--- config.mk ---
export PLATFORM = sky130hd
export DESIGN_NAME = wb_regfile_unit
export DESIGN_NICKNAME = d
export VERILOG_FILES = /design/src/rtl/wb_regfile_unit_pkg.sv /design/src/rtl/wb_regfile_unit_regfile_2r1w.sv /design/src/rtl/wb_regfile_unit.sv
export SDC_FILE = /design/constraint.sdc
export NUM_CORES = 2
export LEC_CHECK = 0
export ABC_AREA = 1
export CORE_AREA = 4 4 287 501
export DETAILED_ROUTE_END_ITERATION = 10
export DIE_AREA = 0 0 291 505
export PLACE_DENSITY_LB_ADDON = 0.12
export SLEW_MARGIN = 20
export SYNTH_ARGS = -nofsm -noshare
export SYNTH_HDL_FRONTEND = slang
export SYNTH_HIERARCHICAL = 1
export SYNTH_SLANG_ARGS = --single-unit
export TNS_END_PERCENT = 30
--- constraint.sdc ---
create_clock -name clk -period 9.7 [get_ports clk]
set_input_delay 1.94 -clock clk [delete_from_list [all_inputs] [get_ports clk]]
set_output_delay 1.94 -clock clk [all_outputs]
set_load 0.03 [all_outputs]
--- src/rtl/wb_regfile_unit_pkg.sv ---
// MIPS pipeline shared definitions: control-word bit positions, register index width, data width.
// Latency: n/a (constants and a pure combinational helper).
// Backpressure: n/a.
package wb_regfile_unit_pkg;

  localparam int DATA_W    = 32;
  localparam int REG_IDX_W = 5;

  localparam logic [REG_IDX_W-1:0] REG_ZERO = 5'd0;

  // Control word bit positions as produced by the decode stage
  localparam int CTRL_REGWRITE = 0;
  localparam int CTRL_MEMTOREG = 1;
  localparam int CTRL_MEMREAD  = 2;
  localparam int CTRL_MEMWRITE = 3;
  localparam int CTRL_BRANCH   = 4;
  localparam int CTRL_ALUSRC   = 5;
  localparam int CTRL_REGDST   = 6;

  // Read-port data select: r0 forces zero, an in-flight commit to the same
  // register is forwarded, otherwise the stored value is returned.
  function automatic logic [DATA_W-1:0] rd_bypass(
    input logic [REG_IDX_W-1:0] addr,
    input logic                 we,
    input logic [REG_IDX_W-1:0] wdest,
    input logic [DATA_W-1:0]    wdata,
    input logic [DATA_W-1:0]    raw
  );
    if (addr == REG_ZERO)
      return '0;
    else if (we && (addr == wdest))
      return wdata;
    else
      return raw;
  endfunction

endpackage

--- src/rtl/wb_regfile_unit_regfile_2r1w.sv ---
// Storage array: one synchronous write port, two raw combinational read ports.
// Latency: write visible 1 edge after i_we; reads are same-cycle from storage.
// Backpressure: none, a write is accepted every cycle.
module regfile_2r1w
  import wb_regfile_unit_pkg::*;
#(
  parameter int NREGS = 32
) (
  input  logic                 i_clk,
  input  logic                 i_reset,
  input  logic                 i_we,
  input  logic [REG_IDX_W-1:0] i_waddr,
  input  logic [DATA_W-1:0]    i_wdata,
  input  logic [REG_IDX_W-1:0] i_raddr_a,
  input  logic [REG_IDX_W-1:0] i_raddr_b,
  output logic [DATA_W-1:0]    o_rdata_a,
  output logic [DATA_W-1:0]    o_rdata_b
);

  logic [DATA_W-1:0] r_mem [NREGS];

  // Clear every entry on reset, otherwise commit the single write port
  always_ff @(posedge i_clk) begin
    if (i_reset) begin
      for (int i = 0; i < NREGS; i++) begin
        r_mem[i] <= '0;
      end
    end else if (i_we) begin
      r_mem[i_waddr] <= i_wdata;
    end
  end

  assign o_rdata_a = r_mem[i_raddr_a];
  assign o_rdata_b = r_mem[i_raddr_b];

endmodule

--- src/rtl/wb_regfile_unit.sv ---
// Writeback commit into the architectural register file, bypassed ID read ports, last-write record, retire counter.
// Latency: commit and record visible 1 edge after the writeback bundle; reads are combinational with same-cycle bypass.
// Backpressure: none, one writeback bundle consumed every cycle.
module wb_regfile_unit
  import wb_regfile_unit_pkg::*;
#(
  parameter int CTRL_W = 24,
  parameter int RW_BIT = CTRL_REGWRITE,
  parameter int NREGS  = 32,
  parameter int CNT_W  = 32
) (
  input  logic                 clk,
  input  logic                 reset,
  input  logic [CTRL_W-1:0]    wb_control_signals,
  input  logic [DATA_W-1:0]    wb_data,
  input  logic [REG_IDX_W-1:0] wb_destination,
  input  logic [REG_IDX_W-1:0] rs_addr,
  input  logic [REG_IDX_W-1:0] rt_addr,
  output logic [DATA_W-1:0]    rs_data,
  output logic [DATA_W-1:0]    rt_data,
  output logic                 last_wr_valid,
  output logic [REG_IDX_W-1:0] last_wr_dest,
  output logic [DATA_W-1:0]    last_wr_data,
  output logic [CNT_W-1:0]     wb_retired_count
);

  logic                 w_we;
  logic [DATA_W-1:0]    w_raw_rs;
  logic [DATA_W-1:0]    w_raw_rt;
  logic                 w_ctrl_unused;

  logic                 r_last_vld;
  logic [REG_IDX_W-1:0] r_last_dest;
  logic [DATA_W-1:0]    r_last_dat;
  logic [CNT_W-1:0]     r_count;

  // A write to r0 is dropped here so it never reaches storage, the record or the counter
  assign w_we = wb_control_signals[RW_BIT] && (wb_destination != REG_ZERO);

  // Only the RegWrite bit matters at this stage
  assign w_ctrl_unused = ^wb_control_signals;

  regfile_2r1w #(
    .NREGS (NREGS)
  ) u_rf (
    .i_clk     (clk),
    .i_reset   (reset),
    .i_we      (w_we),
    .i_waddr   (wb_destination),
    .i_wdata   (wb_data),
    .i_raddr_a (rs_addr),
    .i_raddr_b (rt_addr),
    .o_rdata_a (w_raw_rs),
    .o_rdata_b (w_raw_rt)
  );

  // Read ports: r0 masking and same-cycle write-through, each port independent
  always_comb begin
    rs_data = rd_bypass(rs_addr, w_we, wb_destination, wb_data, w_raw_rs);
    rt_data = rd_bypass(rt_addr, w_we, wb_destination, wb_data, w_raw_rt);
  end

  // Last-commit record (one-cycle pulse) and wrapping retire counter; reset beats a commit
  always_ff @(posedge clk) begin
    if (reset) begin
      r_last_vld  <= 1'b0;
      r_last_dest <= '0;
      r_last_dat  <= '0;
      r_count     <= '0;
    end else begin
      r_last_vld  <= w_we;
      r_last_dest <= w_we ? wb_destination : REG_ZERO;
      r_last_dat  <= w_we ? wb_data : '0;
      if (w_we) begin
        r_count <= r_count + CNT_W'(1);
      end
    end
  end

  assign last_wr_valid    = r_last_vld;
  assign last_wr_dest     = r_last_dest;
  assign last_wr_data     = r_last_dat;
  assign wb_retired_count = r_count;

endmodule

Word level (Yosys, flattened, before mapping)
Memories as Yosys holds them, arrays and structs flattened.
Index checks and enable logic that the tools add are counted.
Word-level totals
  bits in latches: 0
  bits in writable memories: 1024
  bits of input ports: 73
  memories: 1
  flip-flop bits (word level): 70
  output and inout port bits: 134
  logic and storage cells: 29
  ROM bits: 0
Cells by class
  add/sub/neg operators: 1
  equality and inequality tests: 2
  shift-type cells: 0
  multipliers: 0
  muxes and demuxes: 12
  div/mod/pow operators: 0
  magnitude comparators: 0
  bitwise logic cells: 1
  reductions and logical operators: 8
Memory list
  u_rf.r_mem: words 32, bits a word 32, read ports 2, clocked after memory_dff 0, write ports 32, RTL line wb_regfile_unit_regfile_2r1w.sv:20  | logic [DATA_W-1:0] r_mem [NREGS];
Operators by type and width (count)
  2-to-1 mux 32 bit: 5
  adder 32 x 1 -> 32 bit (second input constant): 1
  OR reduction 32 bit: 1
  equality test 5 bit: 2
  zero test 5 bit: 2
  2-to-1 mux 1 bit: 6
  2-to-1 mux 5 bit: 1
  nonzero test 5 bit: 1
  logical AND 1 bit: 3
  OR reduction 2 bit: 1
  NOT 1 bit: 1

Depth between registers and ports, before layout
  depth in word-level cells: 7
  gate-level depth with buffers: 14
  depth with buffers taken out: 11

By module
Netlist, hierarchy kept.
Modules (own cells, without submodules)
  regfile_2r1w: seq. area each 30749.5 um2, times used 1, area an instance 56912.1 um2, cells an instance 7220
  wb_regfile_unit: seq. area each 1401.3 um2, times used 1, area an instance 4297.9 um2, cells an instance 717

Least setup slack after synthesis
Ideal clock, no wire load.
  path type: in2out
  start: in rs_addr[0]
  end: out rs_data[30]
  arrival time: 3428 ps
  stages: 13
  path slack: 4332 ps
  data required time: 7760 ps
  buffers on the path: 3
  path through: buf_4 > buf_2 > clkbuf_1 > nand2_1 > nand3_1 > nand3_1 > nand2_1 > nand2_1 > nand2_1 > nand2_1 > nand2_1 > a21oi_1 > nor2_1
Between the ends
  elaborated cells on any way between the ends: 6
  classes of those cells: 1 x eq/ne; 2 x mux; 2 x reduce/logical; 1 x memory
RTL lines
  from (decl): RTL line wb_regfile_unit.sv:17  | input logic [REG_IDX_W-1:0] rs_addr,
  memory read (32 x 32 bit)
  via w_raw_rs[30]: RTL line wb_regfile_unit.sv:28  | logic [DATA_W-1:0] w_raw_rs;
  2-to-1 mux 32 bit: RTL line wb_regfile_unit_pkg.sv:31  | else if (we && (addr == wdest))
  2-to-1 mux 32 bit: RTL line wb_regfile_unit_pkg.sv:29  | if (addr == REG_ZERO)
  to (decl): RTL line wb_regfile_unit.sv:19  | output logic [DATA_W-1:0] rs_data,
The timed path passes the listed nets, and every way through them passes these cells.

Final worst setup path
  start: in wb_destination[0]
  end: out rs_data[28]
Between the ends
  word-level cells in the longest chain between the ends: 5
  elaborated cells on any way between the ends: 6
  classes of those cells: 1 x eq/ne; 2 x mux; 3 x reduce/logical
RTL lines
  from (decl): RTL line wb_regfile_unit.sv:16  | input logic [REG_IDX_W-1:0] wb_destination,
  nonzero test 5 bit: RTL line wb_regfile_unit.sv:38  | assign w_we = wb_control_signals[RW_BIT] && (wb_destination != REG_ZERO);
  logical AND 1 bit: RTL line wb_regfile_unit.sv:38
  logical AND 1 bit *: RTL line wb_regfile_unit_pkg.sv:31
  2-to-1 mux 32 bit *: RTL line wb_regfile_unit_pkg.sv:31
  2-to-1 mux 32 bit *: RTL line wb_regfile_unit_pkg.sv:29
Every way passes the cells marked *; elsewhere a longest branch is shown, timed or not.

==> results_dict.tcl <==
set metrics [dict create \
    crit_family "buffers and inverters" \
    start_util_pct 43.8 \
    drv_cap 0 \
    worstPathArrival_ps 5680 \
    syn_nets 8011 \
    antenna_found_initial 4 \
    timing_worst_setup_path_type "in -> out" \
    ff_latch_area_um2 32200 \
    period_minus_slack_ps 7620 \
    final-hold-violation-count 0 \
    cp-start-kind "primary input" \
    ys_types 33 \
    grt_first_pass_wirelength_mm 357 \
    totalWireLength_mm 249 \
    cts_made_buffers 107 \
    rsz0062_at_grt "false" \
    die_w_um 291 \
    htreeDepth 3 \
    setup_violations 0 \
    r2r_start "wb_retired_count[5]" \
    cp_max_fo 24 \
    coreArea_um2 140000 \
    wl_per_cell_um 25.8 \
    die_h_um 505 \
    min_path_cells 2 \
    end_kind "output pin" \
    drtIter0Drc 7318 \
    cts_max_path_buffers 3 \
    multi_input_area_um2 25300 \
    place.port_buffers 183 \
    drtAntennaViolNets 0 \
    ir_drop_v 0.000170 \
    cts_setup_buffers 0 \
    grt_usage_pct 32.6 \
    mostFrequentLayoutCell "nand2_1" \
    yosysSeqAreaShare_pct 52.5 \
    slew_headroom_pct 23.5 \
    drv_slew 0 \
    worstHoldStart "wb_retired_count[4]" \
    path_cells "clkdlybuf4s50_1 -> nor2_1 -> nand3_4 -> nand2_4 -> nor2_4 -> buf_4 -> a21oi_1 -> nor2_1 -> clkdlybuf4s50_1" \
    cts_tree "built" \
    min_to "wb_retired_count[4]" \
    critical-path-slowest-cell "clkdlybuf4s50_1" \
    power_per_cell_area_nw_per_um2 173 \
    fp-row-count 182 \
    hpwl_mm 134 \
    area_delta_synth_final_pct 9.29 \
    leakage_nw 28.0 \
    finalSetupTns_ps 0 \
    r2r_slack_ps 7900 \
    yosysWarningCount 6 \
    vias 57400 \
    overflow 0 \
    cpPeakStageDelay_ps 860 \
    fin_crit_sh_pct 78.5 \
    worst_skew_pair.late_latency_ps 740 \
    hp-class "reg -> reg" \
    cts-root-buf "clkbuf_16" \
    cts_hold_buf 0 \
    final_cell_mix "nand2_1, nand3_1, nor2_1, edfxtp_1, clkdlybuf4s50_1" \
    fillers 13500 \
    r2r_end "wb_retired_count[24]" \
    cts_sinks 1094 \
    path_buf_inv 3 \
    avgSynthCellArea_um2 7.71 \
    p_total_mw 11.6 \
    drive_above_1_share_pct 5.28 \
    cts.repair.resized 0 \
    grt_pass1_vias 55400 \
    run_status "complete, no violations" \
    syn_inst 7937 \
    drt_pass1_iterations 8 \
    post-route-drc-count 0 \
    finClkSkew_ps 18.6 \
    timing.fmax_ghz 0.131 \
    tightest_slew_ps 1140 \
    synthesis.area_um2 61200 \
    nNetsFinal 7777 \
    die_area_um2 147000 \
    post_drt_via_cell_ratio 5.96 \
    gp_congestion 0.892 \
    ioPinCount 207 \
    path_clk_slew_ps 60 \
    cp_data_required_time_ps 7760 \
    rr_worst_depth 7 \
    ys_ff_latch 1094 \
    grt_max_degree 190 \
]
-- per-layer routing --
metal	up-vias	track usage (%)	wire (um)
li1	25500	-	-
met1	27200	38.9	88100
met2	3755	54.9	119000
met3	917	6.09	25600
met4	0	19.1	16000
met5	-	0	0
-- worst reg2reg max path, delay by kind of cell, from the launching register on --
family | cells | cell delay, ps
AND/OR/NAND/NOR | 7 | 1320
flip-flops | 1 | 400
-- per-stage QoR --
| stage | instances | hold slack [ps] | instance area (um2) | util (%) | setup WS [ps] |
|---|---|---|---|---|---|
| finish | 9630 | 493 | 66900 | 47.8 | 2080 |
| global route | 9630 | 532 | 66900 | 47.8 | 1980 |
| global placement | 9434 | 476 | 63400 | 45.3 | 2140 |
| CTS | 9629 | 498 | 66900 | 47.8 | 2110 |
| floorplan | 7937 | 597 | 61200 | - | 4330 |
| detailed placement | 9434 | 482 | 63400 | 45.3 | 2120 |
-- logic make-up after synthesis --
| logic type | Yosys count | synth area share (%) |
|---|---|---|
| DFF | 1094 | 52.5 |
| adders and majority gates | 1 | 0.0204 |
| buffers and inverters | 786 | 6.40 |
| AOI/OAI and AO/OA | 87 | 0.730 |
| and+or+nand+nor | 5956 | 40.1 |
| xor gates and xnor gates | 13 | 0.186 |
-- registers in the layout, summed over array words and instances, names as in the netlist --
signal	flops
last_wr_dest	5
wb_retired_count	32
last_wr_data	32
u_rf/r_mem	1024
last_wr_valid	1
-- cell usage after synthesis --
| cell type | count | area share, % |
|---|---|---|
| a21oi_1 | 77 | 0.63 |
| a21oi_2 | 2 | 0.029 |
| a31oi_1 | 1 | 0.010 |
| and2_1 | 1 | 0.010 |
| buf_1 | 45 | 0.28 |
| buf_2 | 300 | 2.5 |
| buf_4 | 11 | 0.13 |
| buf_6 | 73 | 1.3 |
| clkbuf_1 | 239 | 1.5 |
| dfxtp_1 | 70 | 2.3 |
| edfxtp_1 | 1024 | 50 |
| ha_1 | 1 | 0.020 |
| inv_1 | 111 | 0.68 |
| inv_2 | 6 | 0.037 |
| inv_4 | 1 | 0.010 |
| nand2_1 | 3094 | 19 |
| nand2_4 | 1 | 0.018 |
| nand3_1 | 1625 | 13 |
| nand3_2 | 1 | 0.016 |
| nand3_4 | 1 | 0.029 |
| nand4_1 | 9 | 0.092 |
| nor2_1 | 1199 | 7.4 |
| nor2_2 | 1 | 0.010 |
| nor2_4 | 5 | 0.092 |
| nor2_8 | 1 | 0.033 |
| nor3_1 | 12 | 0.098 |
| nor3_4 | 4 | 0.11 |
| nor4_1 | 2 | 0.020 |
| o21ai_0 | 5 | 0.041 |
| o21ai_1 | 1 | 0.0082 |
| o21bai_1 | 1 | 0.012 |
| xnor2_1 | 10 | 0.14 |
| xor2_1 | 3 | 0.043 |
-- worst max-delay path by stage --
| stage | from | endpoint | slack, ps | cells after the start |
|---|---|---|---|---|
| 2_1_floorplan | rs_addr[0] | rs_data[30] | 4330 | 13 |
| 3_3_place_gp | rt_addr[0] | rt_data[5] | 2140 | 8 |
| 3_5_place_dp | wb_destination[4] | rs_data[28] | 2120 | 9 |
| 4_1_cts | wb_destination[4] | rs_data[28] | 2110 | 9 |
| 5_1_grt | wb_destination[4] | rt_data[5] | 1980 | 9 |
| 6_report | wb_destination[0] | rs_data[28] | 2080 | 9 |
-- power breakdown --
group,internal [mW],switching (mW)
logic,0.464,1.29
clock network,2.38,1.90
registers,5.40,0.122
-- area by class of cell --
| cell class | instances | share of cell area [%] |
|---|---|---|
| Sequential cell | 1094 | 48.1 |
| Tap cell | 1840 | 3.44 |
| Antenna cell | 1 | 0.00374 |
| Clock inverter | 59 | 0.789 |
| Multi-Input combinational cell | 6057 | 37.8 |
| Timing Repair Buffer | 325 | 4.68 |
| Clock buffer | 136 | 4.46 |
| Inverter | 118 | 0.729 |
(Power assumes the default switching activity.)
